==> config.mk <==
export PLATFORM = sky130hd
export DESIGN_NAME = alu_mult_sequencer
export DESIGN_NICKNAME = d
export VERILOG_FILES = /design/src/rtl/alu_mult_sequencer_pkg.sv /design/src/rtl/alu_mult_datapath.sv /design/src/rtl/alu_mult_sequencer.sv
export SDC_FILE = /design/constraint.sdc
export NUM_CORES = 1
export LEC_CHECK = 0
export ABC_AREA = 1
export BUFFER_PORTS_ARGS = -buffer_cell sky130_fd_sc_hd__buf_2
export CORE_ASPECT_RATIO = 0.6
export CORE_UTILIZATION = 45
export CTS_CLUSTER_SIZE = 24
export DETAILED_ROUTE_END_ITERATION = 12
export PLACE_DENSITY = 0.72
export SLEW_MARGIN = 20
export SYNTH_ARGS = -nofsm -noshare
export SYNTH_HDL_FRONTEND = slang
export SYNTH_SLANG_ARGS = --single-unit
==> constraint.sdc <==
create_clock -name clk -period 2.5 [get_ports clk]
set_input_delay 0.125 -clock clk [delete_from_list [all_inputs] [get_ports clk]]
set_output_delay 0.125 -clock clk [all_outputs]
set_load 0.1 [all_outputs]
==> src/rtl/alu_mult_sequencer_pkg.sv <==
// Shared definitions for the ALU-sharing shift-add multiplier.
// Latency: n/a (types and constants only).
// Backpressure: n/a.
// Holds the ALU command codes (same encoding the ALU decodes) and the
// sequencer state encoding.
package alu_mult_sequencer_pkg;

    // ALU command encoding, matching the ALU's decoder.
    typedef enum logic [2:0] {
        ALU_ADD  = 3'd0,
        ALU_SUB  = 3'd1,
        ALU_XOR  = 3'd2,
        ALU_SLT  = 3'd3,
        ALU_AND  = 3'd4,
        ALU_NAND = 3'd5,
        ALU_NOR  = 3'd6,
        ALU_OR   = 3'd7
    } alu_cmd_e;

    // Sequencer state encoding.
    typedef enum logic [1:0] {
        SEQ_IDLE = 2'd0,
        SEQ_RUN  = 2'd1,
        SEQ_DONE = 2'd2
    } seq_state_e;

    localparam int unsigned SEQ_WIDTH = 32;
    localparam int unsigned SEQ_CNT_W = 5;

endpackage

==> src/rtl/alu_mult_datapath.sv <==
// Purpose: partial-product registers, ALU operand gating and per-step shift.
// Latency: one shift-add step per clock while shift is high; product capture is one clock.
// Backpressure: none; the controlling FSM decides when load/shift/capture fire.
//
// Ports:
//   clk, rst_n                  clock, async active-low reset
//   load, shift, capture        step controls from the sequencer FSM
//   multiplicand, multiplier    operands sampled on load
//   alu_result, alu_carryout    33-bit partial sum returned by the ALU
//   alu_operand_a/_b            ALU operand drive
//   product                     registered 64-bit result
module alu_mult_datapath
    import alu_mult_sequencer_pkg::*;
#(
    parameter int unsigned WIDTH = SEQ_WIDTH
) (
    input  logic               clk,
    input  logic               rst_n,
    input  logic               load,
    input  logic               shift,
    input  logic               capture,
    input  logic [WIDTH-1:0]   multiplicand,
    input  logic [WIDTH-1:0]   multiplier,
    input  logic [WIDTH-1:0]   alu_result,
    input  logic               alu_carryout,
    output logic [WIDTH-1:0]   alu_operand_a,
    output logic [WIDTH-1:0]   alu_operand_b,
    output logic [2*WIDTH-1:0] product
);

    logic [WIDTH-1:0] p_hi;
    logic [WIDTH-1:0] p_lo;
    logic [WIDTH-1:0] m_reg;

    // A cleared multiplier bit makes the ALU add zero, so its carryout is 0
    // and P_hi just shifts; no bypass path around the adder is needed.
    always_comb begin
        alu_operand_a = p_hi;
        alu_operand_b = p_lo[0] ? m_reg : '0;
    end

    always_ff @(posedge clk or negedge rst_n) begin
        if (!rst_n) begin
            p_hi  <= '0;
            p_lo  <= '0;
            m_reg <= '0;
        end else if (load) begin
            m_reg <= multiplicand;
            p_hi  <= '0;
            p_lo  <= multiplier;
        end else if (shift) begin
            // 33-bit sum on top, consumed multiplier bit falls off the bottom.
            {p_hi, p_lo} <= {alu_carryout, alu_result, p_lo[WIDTH-1:1]};
        end
    end

    // Output register decouples the consumer from the working registers,
    // which the next request reloads while this result may still be held.
    always_ff @(posedge clk or negedge rst_n) begin
        if (!rst_n) begin
            product <= '0;
        end else if (capture) begin
            product <= {p_hi, p_lo};
        end
    end

endmodule

==> src/rtl/alu_mult_sequencer.sv <==
// Purpose: unsigned 32x32->64 shift-add multiply that borrows the shared ALU adder.
// Latency: out_valid rises 33 clocks after the accepting edge (32 add steps + product capture).
// Backpressure: product/out_valid hold while out_ready is low; in_ready stays low until the result is taken.
//
// Ports:
//   clk, rst_n                  clock, async active-low reset
//   in_valid/in_ready           request handshake; multiplicand/multiplier sampled on accept
//   out_valid/out_ready/product result handshake
//   busy                        high while add steps are running
//   alu_operand_a/_b/command    drive to the shared ALU (command fixed at ADD)
//   alu_result/alu_carryout     ALU sum returned in the same cycle
module alu_mult_sequencer
    import alu_mult_sequencer_pkg::*;
#(
    parameter int unsigned WIDTH   = SEQ_WIDTH,
    parameter logic [2:0]  ADD_CMD = ALU_ADD
) (
    input  logic               clk,
    input  logic               rst_n,
    input  logic               in_valid,
    output logic               in_ready,
    input  logic [WIDTH-1:0]   multiplicand,
    input  logic [WIDTH-1:0]   multiplier,
    output logic               out_valid,
    input  logic               out_ready,
    output logic [2*WIDTH-1:0] product,
    output logic               busy,
    output logic [WIDTH-1:0]   alu_operand_a,
    output logic [WIDTH-1:0]   alu_operand_b,
    output logic [2:0]         alu_command,
    input  logic [WIDTH-1:0]   alu_result,
    input  logic               alu_carryout
);

    seq_state_e           state_q;
    seq_state_e           state_d;
    logic [SEQ_CNT_W-1:0] count_q;
    logic                 out_valid_q;
    logic                 accept;
    logic                 shift;
    logic                 capture;
    logic                 out_fire;

    // The first DONE cycle captures the product; out_valid follows from it,
    // so the result handshake (and any back-to-back accept) only happens once
    // a product is actually presented.
    always_comb begin
        state_d  = state_q;
        in_ready = 1'b0;
        shift    = 1'b0;
        capture  = 1'b0;
        out_fire = out_valid_q && out_ready;
        unique case (state_q)
            SEQ_IDLE: begin
                in_ready = 1'b1;
                if (in_valid) begin
                    state_d = SEQ_RUN;
                end
            end
            SEQ_RUN: begin
                shift = 1'b1;
                if (count_q == SEQ_CNT_W'(WIDTH - 1)) begin
                    state_d = SEQ_DONE;
                end
            end
            SEQ_DONE: begin
                capture  = !out_valid_q;
                in_ready = out_fire;
                if (out_fire) begin
                    state_d = in_valid ? SEQ_RUN : SEQ_IDLE;
                end
            end
            default: begin
                state_d = SEQ_IDLE;
            end
        endcase
        accept = in_valid && in_ready;
    end

    always_ff @(posedge clk or negedge rst_n) begin
        if (!rst_n) begin
            state_q <= SEQ_IDLE;
        end else begin
            state_q <= state_d;
        end
    end

    // count wraps from 31 back to 0 on the final add step.
    always_ff @(posedge clk or negedge rst_n) begin
        if (!rst_n) begin
            count_q <= '0;
        end else if (accept) begin
            count_q <= '0;
        end else if (shift) begin
            count_q <= count_q + 1'b1;
        end
    end

    always_ff @(posedge clk or negedge rst_n) begin
        if (!rst_n) begin
            out_valid_q <= 1'b0;
        end else if (capture) begin
            out_valid_q <= 1'b1;
        end else if (out_fire) begin
            out_valid_q <= 1'b0;
        end
    end

    assign out_valid   = out_valid_q;
    assign busy        = (state_q == SEQ_RUN);
    assign alu_command = ADD_CMD;

    alu_mult_datapath #(
        .WIDTH (WIDTH)
    ) u_datapath (
        .clk           (clk),
        .rst_n         (rst_n),
        .load          (accept),
        .shift         (shift),
        .capture       (capture),
        .multiplicand  (multiplicand),
        .multiplier    (multiplier),
        .alu_result    (alu_result),
        .alu_carryout  (alu_carryout),
        .alu_operand_a (alu_operand_a),
        .alu_operand_b (alu_operand_b),
        .product       (product)
    );

endmodule
==> results by group <==
Status
  – Status: complete, no violations

Worst setup path
  – Crit path kind: reg -> out
  – WP data required: 2.38 ns
  – CP Capture Type: output pin
  – Worst Reg-to-Reg Cells: 5
  – Slowest-stage cell, CP: dfrtp_1
  – Worst R2R End: u_datapath.p_lo[15]$_DFFE_PN0P_
  – Max FO, Critical Path: 41
  – Crit path launch type: register
  – CP Launch Point: state_q[0]$_DFFE_PN0P_
  – Worst stage delay on the critical path: between 0.4 and 0.5 ns
  – Levels on crit path: 4
  – Worst Path Buf+Inv: 3
  – CP Capture Point: busy
  – Crit-path cells: inv_2 > nor2_4 > buf_12 > buf_2
  – Crit Reg-Reg Startpoint: state_q[1]$_DFFE_PN0P_
  – Flop2flop setup slack: 0.83 ns
  – CP top delay family: buffers and inverters
  – Critical path arrival: 1.83 ns

Global route
  – Initial antenna violation count: 0
  – Vias in the first global route: 6,278
  – Gr ovfl total: 0
  – First-pass GRT wire length: roughly 30 mm
  – Largest net degree at the start of global routing: 69
  – All-Layer GR Usage: 0.224

STA
  – Fin crit share: 0.780
  – Final Hold Fails: 0
  – Count of final setup violators: 0
  – Clock skew: 0.0118 ns
  – Final Max Tran Viols: 0
  – Slew HR: 0.534
  – Worst slew pin tran: between 0.6 and 0.7 ns
  – Peak Freq: 0.513 GHz
  – Final Critical Period: 1.95 ns
  – Setup TNS Final: 0 ns
  – RSZ-0062 raised after global routing: no

Clock tree
  – H-tree Lvls: 4
  – CTS tree: built
  – CTS buffer count: 17
  – TritonCTS Sinks: 168
  – Clock Path Buffers: 2
  – Root Buffer: clkbuf_16
  – Reg clk slew, reported paths: 0.07 ns
  – Clock Latency Late Sink: 0.42 ns

Die
  – Die Y: approximately 100 µm
  – Ports: 235
  – Die footprint: 17,500 µm²
  – Die X: 170 µm
  – Initial Utilization: 0.465
  – Num rows: 36
  – Core area: 16,400 µm²

Routing
  – Initial DRC count: 401
  – DR WL/cell: 13.2 µm
  – Vias: 6,800
  – WL final: about 19 mm
  – # DRC: 0
  – DRT Pass-1 Iters: 6
  – DR vias/cell: 4.71
  – Routed Antenna Nets: 0

Placement
  – Half-perimeter wire length after placement: 12.1 mm
  – PortBufs: 231
  – GPL Wtd Cong: 0.766
  – Placed cell count: 1,365

Yosys
  – Post-synthesis sequential area ratio: 0.552
  – Mapped Avg Cell Area: 8.00 µm²
  – Post-Syn Instances: about 950
  – Seq cells post-synth: 168
  – Synthesis Warnings: 0
  – Post-Syn Area: 7620 µm²
  – Distinct cells, synth: 18

Hold path
  – Worst min path class: in -> reg

Flow run
  – Max Cap Viol: 0

Finish
  – Area Overhead vs Synth: 31.1%
  – Layout net count: 1,307
  – ANT cells: 0
  – Final core utilization: 0.610
  – Largest register by flop count: u_datapath.product
  – Layout cell share with drive strength beyond 1: 0.233
  – Non-filler instance count after layout: between 1,000 and 1,500
  – Largest register FFs: between 60 and 70
-- what timing repair did --
item,in CTS,in global routing
resized for setup,0,0
setup buffers,0,0
hold buffers,48,0
hold endpoints to repair,96,0
-- logic make-up after synthesis --
logic type	Yosys count	synth area share
adder cells (fa/ha/maj)	2	0.00328
other	1	0.000492
flip-flops	168	0.552
buffers and inverters	201	0.114
AO/OA/AOI/OAI	101	0.0663
AND/OR/NAND/NOR	479	0.264
-- layout make-up --
class	count	area (µm²)
clock inverters	13	113
inverters	138	518
clock buffers	19	443
fillers	1488	6400
well taps	228	285
multi-input cells	585	2590
flip-flops and latches	168	4200
repair buffers	294	1840
-- tightest hold or removal path: cells and delay by family --
kind	cells	cell delay (ns)
simple gates	3	0.19
buf+inv	1	0.07
-- synth_stat cells --
library cell  instances  area [µm²]
nand3b_1             32         240
ha_1                  2        25.0
nor2_4                1        11.3
clkbuf_1              8        30.0
buf_2                39         195
nand2_2               1        6.26
inv_1               137         514
nor2_1                5        18.8
o21ai_0              40         200
dfrtp_1             168        4200
conb_1                1        3.75
buf_6                 1        11.3
nand2_1             371        1390
a21oi_1               2        10.0
o21ai_1              59         295
inv_2                 1        3.75
buf_4                15         113
nand3_1              69         345
-- layer usage --
layer | GRT usage | part of all wire | wire, µm
met1 | 0.325 | 0.49 | 9320
met2 | 0.343 | 0.44 | 8360
met3 | 0.0545 | 0.070 | 1330
met4 | 0.0450 | 0.0036 | 68
met5 | 0 | 0 | 0
-- metrics by stage --
stage / worst slack (ns) / hold slack, ns / area [µm²]
global route: 0.474 / 0.0158 / 9990
finish: 0.549 / 0.0109 / 9990
floorplan: 0.291 / -0.171 / 7630
CTS: 0.532 / 0.000371 / 9990
detailed placement: 0.857 / 0.111 / 8960
global placement: 0.916 / 0.115 / 8960
-- worst min-delay path by stage --
stage | cells past startpoint | startpoint | slack [ns] | to
4_1_cts | 4 | multiplier[16] | 0.0004 | u_datapath.p_lo[16]$_DFFE_PN0P_
6_report | 4 | multiplier[23] | 0.01 | u_datapath.p_lo[23]$_DFFE_PN0P_
2_1_floorplan | 0 | rst_n | -0.17 | count_q[0]$_DFFE_PN0P_
5_1_grt | 4 | multiplier[16] | 0.02 | u_datapath.p_lo[16]$_DFFE_PN0P_
3_3_place_gp | 1 | rst_n | 0.12 | u_datapath.product[16]$_DFFE_PN0P_
3_5_place_dp | 1 | rst_n | 0.11 | u_datapath.product[18]$_DFFE_PN0P_
-- cell usage in the layout (no fill, tap or decap), drive strengths merged --
| master | count |
|---|---|
| nand2 | 372 |
| buf | 246 |
| dfrtp | 168 |
| inv | 144 |
| o21ai | 99 |
| nand3 | 69 |
| dlygate4sd3 | 48 |
| nand3b | 32 |
| clkbuf | 19 |
| nor2 | 6 |
| clkinv | 5 |
| conb | 3 |
| ha | 2 |
| clkinvlp | 2 |
| a21oi | 2 |
Power is left out: the tool's default activity adds up to more than one toggle a clock period on the data nets, which glitch-free logic cannot reach.
